$ cat config.mk
export PLATFORM = sky130hd
export DESIGN_NAME = proc_debug_ctrl
export DESIGN_NICKNAME = d
export VERILOG_FILES = /design/src/rtl/pdc_pkg.sv /design/src/rtl/key_debounce.sv /design/src/rtl/proc_debug_ctrl.sv
export SDC_FILE = /design/constraint.sdc
export NUM_CORES = 1
export LEC_CHECK = 0
export CAP_MARGIN = 15
export CORE_MARGIN = 2
export CORE_UTILIZATION = 30
export DETAILED_ROUTE_END_ITERATION = 12
export GPL_TIMING_DRIVEN = 0
export SYNTH_ARGS = -nofsm -noshare
export SYNTH_HDL_FRONTEND = slang
export SYNTH_SLANG_ARGS = --single-unit
$ cat constraint.sdc
create_clock -name Clk -period 4.7 [get_ports Clk]
set_clock_uncertainty 0.1 [all_clocks]
set_input_delay 0.94 -clock Clk [delete_from_list [all_inputs] [get_ports Clk]]
set_output_delay 0.94 -clock Clk [all_outputs]
set_load 0.05 [all_outputs]
$ cat src/rtl/pdc_pkg.sv
// Shared types and helpers for the processor debug controller.
package pdc_pkg;

    // Controller FSM states.
    typedef enum logic [1:0] {
        ST_IDLE  = 2'd0,
        ST_RUN   = 2'd1,
        ST_PAUSE = 2'd2,
        ST_BURST = 2'd3
    } state_t;

    // Operating modes as driven on the Mode input.
    typedef enum logic [1:0] {
        MODE_STEP  = 2'b00,
        MODE_RUN   = 2'b01,
        MODE_BURST = 2'b10,
        MODE_HOLD  = 2'b11
    } mode_t;

    // Hex nibble to active-low 7-segment glyph, segment a in the MSB, g in the LSB.
    function automatic logic [6:0] hex_to_seg(input logic [3:0] nib);
        logic [6:0] lit;
        case (nib)
            4'h0: lit = 7'b1111110;
            4'h1: lit = 7'b0110000;
            4'h2: lit = 7'b1101101;
            4'h3: lit = 7'b1111001;
            4'h4: lit = 7'b0110011;
            4'h5: lit = 7'b1011011;
            4'h6: lit = 7'b1011111;
            4'h7: lit = 7'b1110000;
            4'h8: lit = 7'b1111111;
            4'h9: lit = 7'b1111011;
            4'hA: lit = 7'b1110111;
            4'hB: lit = 7'b0011111;
            4'hC: lit = 7'b1001110;
            4'hD: lit = 7'b0111101;
            4'hE: lit = 7'b1001111;
            default: lit = 7'b1000111;
        endcase
        return ~lit;
    endfunction

endpackage

$ cat src/rtl/key_debounce.sv
// Push-button conditioning: 2-flop synchronizer, level debouncer and
// press-edge detector producing a one-cycle pulse on released->pressed.
module key_debounce #(
    parameter int DEBOUNCE_CYC = 500000
) (
    input  logic clk,
    input  logic rst_n,
    input  logic key_n,
    output logic press
);

    localparam int            CW      = $clog2(DEBOUNCE_CYC);
    localparam logic [CW-1:0] CNT_MAX = CW'(DEBOUNCE_CYC - 1);

    logic [1:0]    sync;
    logic          level;
    logic [CW-1:0] cnt;

    // Bring the asynchronous key into the clk domain; idles at released (1).
    always_ff @(posedge clk or negedge rst_n) begin
        // NOTE: non-blocking assignments in clocked blocks so every flop samples pre-edge values.
        if (!rst_n) sync <= 2'b11;
        else        sync <= {sync[0], key_n};
    end

    // Accept a new level after DEBOUNCE_CYC consecutive cycles away from the
    // current one; flag a press when the accepted level falls.
    always_ff @(posedge clk or negedge rst_n) begin
        if (!rst_n) begin
            level <= 1'b1;
            cnt   <= '0;
            press <= 1'b0;
        end else begin
            press <= 1'b0;
            if (sync[1] == level) begin
                cnt <= '0;
            end else if (cnt == CNT_MAX) begin
                level <= sync[1];
                cnt   <= '0;
                press <= level;     // old level released -> new level pressed
            end else begin
                cnt <= cnt + 1'b1;
            end
        end
    end

endmodule

$ cat src/rtl/proc_debug_ctrl.sv
// Processor debug controller: single-step / run / burst clock-enable
// generation from a push-button, step counter and a channel display
// with 7-segment decode.
module proc_debug_ctrl
    import pdc_pkg::*;
#(
    parameter int NUM_CH       = 8,
    parameter int DATA_W       = 16,
    parameter int DEBOUNCE_CYC = 500000,
    parameter int RUN_DIV      = 25000000
) (
    input  logic                        Clk,
    input  logic                        ResetN,
    input  logic                        StepKeyN,
    input  logic [1:0]                  Mode,
    input  logic [7:0]                  BurstLen,
    input  logic [$clog2(NUM_CH)-1:0]   Sel,
    input  logic [NUM_CH*DATA_W-1:0]    ChData,
    input  logic                        Freeze,
    output logic                        StepEn,
    output logic                        Busy,
    output logic [DATA_W-1:0]           DispVal,
    output logic [(DATA_W/4)*7-1:0]     HexSeg,
    output logic [15:0]                 StepCount
);

    localparam int               DIGITS  = DATA_W / 4;
    localparam int               DIV_W   = $clog2(RUN_DIV);
    localparam logic [DIV_W-1:0] DIV_MAX = DIV_W'(RUN_DIV - 1);

    state_t              state;
    mode_t               mode;
    logic                press;
    logic [DIV_W-1:0]    div_cnt;
    logic [7:0]          burst_cnt;
    logic                burst_phase;
    logic                step_en;
    logic [DATA_W-1:0]   sel_data;

    assign mode   = mode_t'(Mode);
    assign StepEn = step_en;
    assign Busy   = (state == ST_BURST);

    key_debounce #(
        .DEBOUNCE_CYC (DEBOUNCE_CYC)
    ) u_key (
        .clk   (Clk),
        .rst_n (ResetN),
        .key_n (StepKeyN),
        .press (press)
    );

    // Step-generation FSM; any Mode change out of RUN/PAUSE/BURST aborts to IDLE.
    always_ff @(posedge Clk or negedge ResetN) begin
        if (!ResetN) begin
            state       <= ST_IDLE;
            div_cnt     <= '0;
            burst_cnt   <= '0;
            burst_phase <= 1'b0;
            step_en     <= 1'b0;
        end else begin
            step_en <= 1'b0;
            case (state)
                ST_IDLE: begin
                    div_cnt <= '0;
                    if (mode == MODE_RUN) begin
                        state <= ST_RUN;
                    end else if (press && mode == MODE_STEP) begin
                        step_en <= 1'b1;
                    end else if (press && mode == MODE_BURST && BurstLen != 8'd0) begin
                        state       <= ST_BURST;
                        burst_cnt   <= BurstLen;
                        burst_phase <= 1'b0;
                    end
                end
                ST_RUN: begin
                    if (mode != MODE_RUN) begin
                        state   <= ST_IDLE;
                        div_cnt <= '0;
                    end else if (press) begin
                        state   <= ST_PAUSE;
                        div_cnt <= '0;
                    end else if (div_cnt == DIV_MAX) begin
                        div_cnt <= '0;
                        step_en <= 1'b1;
                    end else begin
                        div_cnt <= div_cnt + 1'b1;
                    end
                end
                ST_PAUSE: begin
                    if (mode != MODE_RUN) begin
                        state <= ST_IDLE;
                    end else if (press) begin
                        state   <= ST_RUN;
                        div_cnt <= '0;
                    end
                end
                ST_BURST: begin
                    // Pulse on even phases, leave once the count is spent.
                    if (mode != MODE_BURST) begin
                        state       <= ST_IDLE;
                        burst_cnt   <= '0;
                        burst_phase <= 1'b0;
                    end else if (!burst_phase) begin
                        step_en     <= 1'b1;
                        burst_cnt   <= burst_cnt - 8'd1;
                        burst_phase <= 1'b1;
                    end else begin
                        burst_phase <= 1'b0;
                        if (burst_cnt == 8'd0) state <= ST_IDLE;
                    end
                end
                default: state <= ST_IDLE;
            endcase
        end
    end

    // Total issued steps, wrapping naturally at 16 bits.
    always_ff @(posedge Clk or negedge ResetN) begin
        if (!ResetN)      StepCount <= '0;
        else if (step_en) StepCount <= StepCount + 16'd1;
    end

    // Channel mux; unmapped select values fall back to channel 0.
    always_comb begin
        // NOTE: default first so every path assigns sel_data and no latch is inferred.
        sel_data = ChData[DATA_W-1:0];
        for (int k = 1; k < NUM_CH; k++) begin
            if (32'(Sel) == k) sel_data = ChData[k*DATA_W +: DATA_W];
        end
    end

    // Display register, held while Freeze is high.
    always_ff @(posedge Clk or negedge ResetN) begin
        if (!ResetN)      DispVal <= '0;
        else if (!Freeze) DispVal <= sel_data;
    end

    // Per-nibble 7-segment decode of the displayed value.
    always_comb begin
        HexSeg = '0;
        for (int d = 0; d < DIGITS; d++) begin
            HexSeg[d*7 +: 7] = hex_to_seg(DispVal[d*4 +: 4]);
        end
    end

endmodule

After elaboration in Yosys (flattened, before gate mapping)
Memories as Yosys holds them, arrays and structs flattened.
Cells that the tools add are included.
{ "classes": {"muxes": 46, "add_sub_neg": 4, "eq_ne": 29, "bitwise_logic": 5, "reduce_logical": 14} }
{ "op_table": {"columns": ["cell", "count"], "rows": [
  ["two-way mux 25 bit", 5],
  ["two-way mux 16 bit", 7],
  ["case mux 25 bit (3 select lines)", 1],
  ["two-way mux 8 bit", 5],
  ["two-way mux 19 bit", 2],
  ["inverter 7 bit", 4],
  ["adder 25 x 1 -> 25 bit (second input constant)", 1],
  ["== test 25 bit (second input constant)", 1],
  ["two-way mux 2 bit", 10],
  ["adder 19 x 1 -> 19 bit (second input constant)", 1],
  ["== test 19 bit (second input constant)", 1],
  ["adder 16 x 1 -> 16 bit (second input constant)", 1],
  ["case mux 8 bit (2 select lines)", 1],
  ["== test 3 bit (second input constant)", 4],
  ["two-way mux 1 bit", 12],
  ["inequality test 2 bit (second input constant)", 5],
  ["inequality test 3 x 2 -> 1 bit (second input constant)", 3],
  ["logical NOT 8 bit", 1],
  ["case mux 2 bit (4 select lines)", 1],
  ["nonzero test 8 bit", 1],
  ["subtractor 8 x 1 -> 8 bit (second input constant)", 1],
  ["== test 2 bit (second input constant)", 3],
  ["== test 3 x 2 -> 1 bit (second input constant)", 2],
  ["inequality test 3 x 1 -> 1 bit (second input constant)", 2],
  ["17 further kinds", 23]
]} }
{ "totals": {"memories": 4, "out_inout_bits": 62, "regBits": 92, "word_cells": 113, "romBits": 448} }
{ "memory_table": {"columns": ["name", "words", "word_bits", "read_ports", "rd_clocked_by_memory_dff", "write_ports", "line_no", "rtl"], "rows": [
  ["(name not given)", 16, 7, 1, 0, 0, "pdc_pkg.sv:23", "case (nib)"],
  ["(name not given)", 16, 7, 1, 0, 0, "pdc_pkg.sv:23", null],
  ["(name not given)", 16, 7, 1, 0, 0, "pdc_pkg.sv:23", null],
  ["(name not given)", 16, 7, 1, 0, 0, "pdc_pkg.sv:23", null]
]} }

Logic depth before layout (Yosys ltp)
Gate-level depths: netlist (run 1).
{ "depth": {"ltp_word": 8, "depth_mapped": 9} }

By module
A second synthesis (run 1) with hierarchy kept.
{ "hier_totals": {"cells_unflattened": 753, "area_unflattened_um2": 6795.3} }
{ "modules_own_cells": {"columns": ["module", "area_per_inst_um2", "n_inst", "cells_each", "seq_area_each_um2"], "rows": [
  ["proc_debug_ctrl", 5672.9, 1, 643, 1726.7],
  ["key_debounce", 1122.3, 1, 110, 579.3]
]} }

Worst setup path after synthesis (run 1)
No wires, ideal clock.
{ "synth_path": {"path_type": "register to output", "start": "register DispVal[8]", "end": "output port HexSeg[16]", "path_stages_with_launch": 5, "path_slack_ns": 1.220, "required_time_ns": 3.660, "t_arrival_ns": 2.440, "cell_sequence": "dfrtp_1 > inv_1 > ha_1 > nor2b_1 > o32ai_1"} }
{ "synth_via": {"elab_chain_cells": 2} }
{ "synth_rtl": {"columns": ["item", "line_no", "rtl"], "rows": [
  ["start, declared", "proc_debug_ctrl.sv:22", "output logic [DATA_W-1:0] DispVal,"],
  ["start signal, assigned", "proc_debug_ctrl.sv:136", "else if (!Freeze) DispVal <= sel_data;"],
  ["memory read (16 x 7 bit)", null, null],
  ["inverter 7 bit", "pdc_pkg.sv:41", "return ~lit;"],
  ["end, declared", "proc_debug_ctrl.sv:23", "output logic [(DATA_W/4)*7-1:0] HexSeg,"]
]} }
No other way between the ends.

Final worst setup path (run 1)
{ "layout_path": {"start": "register DispVal[13]", "end": "output port HexSeg[27]"} }
Same word-level chain as after synthesis.

==> results of run 1 <==
==> area by class of cell <==
| type | instances | area, um^2 | share of cell area |
|---|---|---|---|
| multi-input combinational | 566 | 3980 | 0.428 |
| sequential | 92 | 2310 | 0.248 |
| timing repair buffer | 205 | 2070 | 0.223 |
| tap | 280 | 350 | 0.0378 |
| clock buffer | 9 | 225 | 0.0243 |
| buffer | 39 | 186 | 0.0201 |
| inverter | 25 | 93.8 | 0.0101 |
| clock inverter | 7 | 75.1 | 0.00809 |
==> layout by cell type (no fill, tap or decap), drive strengths merged, types with 6 or more instances in the layout <==
master         count
a211oi            19
a21oi             16
nand3             23
clkdlybuf4s50    203
xnor2             24
dfrtp             89
nor4               9
xor2              18
a21o              19
nor3               8
buf               19
nand2             56
ha                28
inv               27
nor2              80
o21ai             37
clkbuf            31
mux2              36
a31oi             19
a22o               6
nand2b             9
nor2b             11
o22ai             17
mux2i             27
nand4             16
and3              12
o22a              17
==> cells by family (layout without fill, tap and decap cells) <==
group,Yosys count,count (layout),share of synthesized area
AND/OR/NAND/NOR,254,254,0.196
AO/OA/AOI/OAI,175,175,0.184
flip-flops,92,92,0.351
multiplexers,67,67,0.117
buffers and inverters,64,285,0.0427
XOR/XNOR,42,42,0.0561
adder cells (fa/ha/maj),28,28,0.0534
==> worst max-delay path: stages (launching register included) <==
cell,delay (ps)
dfrtp_1,470
inv_1,150
ha_1,230
nor2b_1,80
or3b_2,450
o21ai_0,90
clkdlybuf4s50_1,870
==> metal layers <==
| layer | vias to the layer above | part of all wire |
|---|---|---|
| li1 | 3070 | - |
| met1 | 2949 | 0.44 |
| met2 | 167 | 0.49 |
| met3 | 25 | 0.048 |
| met4 | 0 | 0.019 |
| met5 | - | 0 |
==> through the flow <==
stage               setup slack, ps  hold WS, ps  TNS (ps)  utilization
finish                          978          258         0        0.429
floorplan                      1220          245         0            -
global placement               -980          246    -86660        0.414
CTS                             959          259         0        0.429
detailed placement             1210          250         0        0.415
global route                    810          265         0        0.429
==> flip-flops by register name, summed over array words and instances, names as in the netlist <==
register / cells
StepCount: 16
DispVal: 16
burst_phase: 1
u_key.level: 1
state: 2
StepEn: 1
burst_cnt: 8
div_cnt: 25
u_key.sync: 2
u_key.cnt: 19
u_key.press: 1
==> power by group through the flow <==
stage | Combinational (uW) | Sequential, uW | Clock, uW
2_1_floorplan | 734 | 1010 | 0
3_3_place_gp | 1250 | 958 | 0
3_5_place_dp | 1260 | 961 | 0
4_1_cts | 1260 | 947 | 769
5_1_grt | 1360 | 959 | 807
6_report | 1260 | 947 | 745
==> worst min-delay path by stage <==
stage | startpoint | end | slack [ps]
3_3_place_gp | u_key.sync[0]$_DFF_PN1_ | u_key.sync[1]$_DFF_PN1_ | 250
2_1_floorplan | u_key.sync[0]$_DFF_PN1_ | u_key.sync[1]$_DFF_PN1_ | 250
5_1_grt | u_key.sync[0]$_DFF_PN1_ | u_key.sync[1]$_DFF_PN1_ | 270
4_1_cts | u_key.sync[0]$_DFF_PN1_ | u_key.sync[1]$_DFF_PN1_ | 260
6_report | u_key.sync[0]$_DFF_PN1_ | u_key.sync[1]$_DFF_PN1_ | 260
3_5_place_dp | u_key.sync[0]$_DFF_PN1_ | u_key.sync[1]$_DFF_PN1_ | 250
==> qor.yml, run 1 <==
critical_path:
  arrival_ps: 2680
  path_class: "reg2out"
  worst-path-max-fanout: 7
  critPathLaunch: "DispVal[13]$_DFFE_PN0N_"
  critical_path.endpoint_type: "output pin"
  timing.rr.start: "state[0]$_DFFE_PN0P_"
  start_kind: "register"
  r2r_setup_slack_ps: 2340
  cp.required_ps: 3660
  endpoint: "HexSeg[27]"
  reg2reg_to: "div_cnt[13]$_DFFE_PN0P_"
  rr_worst_depth: 9
synth:
  ys_seq_elements: 92
  synth.most_common_cell: "dfrtp_1"
  yosysSeqAreaShare: 0.351
  syn_area_um2: 6560
  synth_edf_count: 0
  ys.flop_type: "dfrtp_1"
  synth_cell_types: 61
  syn_nets: 895
  synthArstFlopShare: 1.00
  ys_top_cells_by_area: "dfrtp_1 34%, mux2_2 6.2%, ha_1 5.3%"
  ys_top_cells_by_count: "89 x dfrtp_1, 79 x nor2_1, 56 x nand2_1"
  yosysWarnings: 0
  synth_largest_area_cell: "dfrtp_1"
  syn_inst: 722
  syn_area_per_cell_um2: 9.09
  synth_top_cell_area_share: 0.339
power:
  p_per_area_nw_per_um2: 318
  peakVddDrop_mv: 0.165
  intPower_uw: 1790
  combPwrFrac: 0.426
  p_total_uw: 2950
  power_frac_seq: 0.321
  switching_power_uw: 1160
  switching_share: 0.394
  p_clk_frac: 0.253
  power_leakage_uw: 0.00385
cts:
  cts.repair.resized: 0
  cts_buffers: 9
  clock-sinks: 92
  root_buffer: "clkbuf_16"
  cts.path.max_buffers: 2
  holdBufCountCts: 0
  tritoncts: "done"
  htree_levels: 3
  cts.reportedPaths.clkPinSlew_ps: 70
  insertion_delay_ps: 350
  cts_setup_buffers: 0
global_route:
  busiest_layer: "met2"
  grt_first_pass_wirelength_um: 33600
  grt_use_total: 0.178
  grt_pass1_vias: 6115
  grt.overflow.total: 0
  grtUsageMet2: 0.305
  use_met1: 0.228
  grt_max_degree: 49
  grt_util_met3: 0.0371
  antenna_found_initial: 0
route:
  drt_wl_total_um: 20600
  drtIter0Drc: 288
  viasPerCell: 5.08
  ant_nets: 0
  wl_per_cell_um: 16.8
  dr.pass1.iters: 4
  drc: 0
  via_count: 6211
hold_path:
  min_path_type: "reg2reg"
  holdPathStages: 0
place:
  dp_hpwl_um: 16400
  place_area_um2: 8980
  dp.cells: 1207
  portBuffers: 204
  gp_congestion: 0.854
floorplan:
  die_h_um: 152
  initial_utilization: 0.304
  rows: 54
  dieArea_um2: 23100
  die_w_um: 152
  ioPinCount: 207
  coreArea_um2: 21600
job:
  drv_cap: 0
sta:
  relSlewSlack: 0.515
  rsz0062_at_grt: "no"
  fin_crit_ps: 3720
  worst_pin_slew_ps: 728
  min_period_over_period: 0.792
  finalSetupViolCount: 0
  fmax_ghz: 0.269
  finalHoldViolCount: 0
  drv_slew: 0
layout:
  layout-area-overhead-vs-synth_pct: 41.4
  instances_no_fill: 1223
  diodes: 0
  design_area_um2: 9280
  drive_above_1_share: 0.0933
  nNetsFinal: 1111
  n_fill_cell: 2127
outcome:
  status: "finished, final reports clean"
Power figures use the tool's default switching activity.
==> run 2: changes to the inputs <==
==> constraint.sdc (replaced) <==
create_clock -name Clk -period 3.15 [get_ports Clk]
set_clock_uncertainty 0.1 [all_clocks]
set_input_delay 0.63 -clock Clk [delete_from_list [all_inputs] [get_ports Clk]]
set_output_delay 0.63 -clock Clk [all_outputs]
set_load 0.05 [all_outputs]
==> run 2 against run 1 <==
Largest power group unchanged. Clock-buffer cell count is 4 higher. Cell area is 0.51% higher. Non-clock buffer count stayed put. Clock power is 52% higher. Sequential share of layout area is 0.13 points lower. Combinational power is 47% higher. Critical path type unchanged. Setup slack worse by 900 ps. Sequential cell count stayed put. Highest routed layer unchanged. Die area stayed put. Register-to-register slack worse by 1500 ps. Total power is 49% higher. Sequential power is 49% higher.
==> qor.yml, run 2 (synthesis results as in run 1) <==
layout:
  drive_above_1_share: 0.102  # +0.00848
  instances_no_fill: 1223  # unchanged
  largest_reg_flops: 25  # unchanged
  top_register: "div_cnt"
  final_common_cell: "clkdlybuf4s50_1"
  layout_common_cells: "178 x clkdlybuf4s50_1, 89 x dfrtp_1, 79 x nor2_1, 56 x nand2_1, 36 x mux2_2"
  n_fill_cell: 2134  # +0.33%
  reg_top3: "div_cnt (25), u_key.cnt (19)"
  nNetsFinal: 1111  # unchanged
  seq_area_um2: 2310  # unchanged
  layout-area-overhead-vs-synth_pct: 42.1
  diodes: 0  # unchanged
  multi_input_area_um2: 4010  # +0.76%
global_route:
  antenna_found_initial: 0  # unchanged
  grt.overflow.total: 0  # unchanged
  grt_max_degree: 48  # -2.0%
  grt_use_total: 0.172  # -0.00565
  grt_first_pass_wirelength_um: 32700  # -2.8%
  grt_pass1_vias: 6007  # -1.8%
place:
  dp.cells: 1207  # unchanged
  portBuffers: 204  # unchanged
  dp_hpwl_um: 16000  # -2.4%
  place_ws_ps: 114  # -1100 ps
  gp_congestion: 0.840  # -1.7%
sta:
  min_period_over_period: 0.975
  finalHoldViolCount: 0  # unchanged
  drv_slew: 0  # unchanged
  fin_tns_setup_ps: 0  # unchanged
  relSlewSlack: 0.576  # +0.0610
  rsz0062_at_grt: "no"
  worst_pin_slew_ps: 636  # -91.5 ps
  finalSetupViolCount: 0  # unchanged
  fin_crit_ps: 3070
  fin_ws_ps: 80.2  # -898 ps
  fmax_ghz: 0.326
power:
  p_total_uw: 4390  # +49%
  peakVddDrop_mv: 0.291  # +76%
  p_clk_frac: 0.258  # +0.005
  intPower_uw: 2700  # +51%
  switching_share: 0.384  # -0.00961
  switching_power_uw: 1690  # +45%
  power_leakage_uw: 0.00405  # +5.2%
  combPwrFrac: 0.420  # -0.006
  power_frac_seq: 0.322  # about the same
  p_per_area_nw_per_um2: 470  # +48%
critical_path:
  timing.rr.start: "state[0]$_DFFE_PN0P_"
  critPathLaunch: "DispVal[0]$_DFFE_PN0N_"
  worst-path-max-fanout: 7  # unchanged
  cp.required_ps: 2420  # -1240 ps
  arrival_ps: 2340  # -340 ps
  r2r_setup_slack_ps: 810  # -1530 ps
  rr_worst_depth: 9  # unchanged
  endpoint: "HexSeg[2]"
  critical_path.endpoint_type: "output pin"
  reg2reg_to: "div_cnt[13]$_DFFE_PN0P_"
  path_class: "reg2out"
  start_kind: "register"
floorplan:
  die_h_um: 152  # unchanged
  ioPinCount: 207  # unchanged
  die_w_um: 152  # unchanged
  dieArea_um2: 23100  # unchanged
  coreArea_um2: 21600  # unchanged
  rows: 54  # unchanged
  initial_utilization: 0.304  # unchanged
route:
  ant_nets: 0  # unchanged
  dr.pass1.iters: 4  # unchanged
  drc: 0  # unchanged
  drt_wl_total_um: 19900  # -3.6%
  viasPerCell: 5.00  # -1.6%
  via_count: 6110  # -1.6%
  drtIter0Drc: 360  # +25%
  wl_per_cell_um: 16.2  # -3.6%
job:
  drv_cap: 0  # unchanged
cts:
  holdBufCountCts: 0  # unchanged
  cts.reportedPaths.clkPinSlew_ps: 60  # about the same
  cts.path.max_buffers: 2  # unchanged
  root_buffer: "clkbuf_16"
  cts_setup_buffers: 0  # unchanged
  cts_buffers: 9  # unchanged
  htree_levels: 3  # unchanged
  clock-sinks: 92  # unchanged
  tritoncts: "done"
  insertion_delay_ps: 350  # about the same
hold_path:
  min_path_type: "in2async"
outcome:
  status: "finished, final reports clean"
## run 2: cell count changes in the layout (fill, tap and decap cells not counted), sizes merged
cell / change
buf: -1
clkbuf: +9
clkdlybuf4s50: -25
clkinv: -2
dlygate4sd2: +8
dlymetal6s2s: +13
inv: -2
## run 2: layer usage
layer,wire length (um),track usage
met5,0,0
met4,304,0.0418
met3,553,0.0282
met2,9390,0.278
met1,9610,0.242
## run 2: area by class of cell
type	instances	share of cell area
Buffer	39	0.0201
Tap cell	280	0.0376
Clock buffer	13	0.0290
Timing Repair Buffer	205	0.222
Inverter	25	0.0101
Clock inverter	3	0.00469
Multi-Input combinational cell	566	0.430
Sequential cell	92	0.247
## run 2: worst max-delay path: stages, from the launching register on
cell,delay [ps]
dfrtp_1,460
inv_1,120
ha_1,230
nor2b_1,140
o32ai_2,200
clkdlybuf4s50_1,850
## run 2: per-stage QoR
| stage | area, um^2 | util | hold slack, ps |
|---|---|---|---|
| finish | 9330 | 0.431 | 195 |
| global route | 9330 | 0.431 | 249 |
| CTS | 9310 | 0.431 | 221 |
| detailed placement | 9010 | 0.417 | 247 |
| global placement | 8980 | 0.416 | 247 |
| floorplan | 6590 | - | 234 |
## run 2: power groups by stage
stage	Combinational (uW)	Sequential (uW)	Clock [uW]
floorplan	1110	1510	0
global placement	1870	1430	0
detailed placement	1880	1430	0
CTS	1860	1410	1170
global route	1990	1430	1220
finish	1850	1410	1130
## run 2: timing repair
item	in CTS	in global routing
resized for setup	12	26
pin swaps	0	0
setup endpoints to repair	12	18
## run 2: worst min-delay path by stage
stage | start | to | slack, ps | depth (start not counted)
after floorplan | ResetN | DispVal[0]$_DFFE_PN0N_ | 230 | 0
after global placement | u_key.sync[0]$_DFF_PN1_ | u_key.sync[1]$_DFF_PN1_ | 250 | 0
after detailed placement | u_key.sync[0]$_DFF_PN1_ | u_key.sync[1]$_DFF_PN1_ | 250 | 0
after CTS | ResetN | StepCount[12]$_DFFE_PN0P_ | 220 | 1
after global routing | ResetN | StepCount[15]$_DFFE_PN0P_ | 250 | 1
final | ResetN | StepCount[12]$_DFFE_PN0P_ | 200 | 1
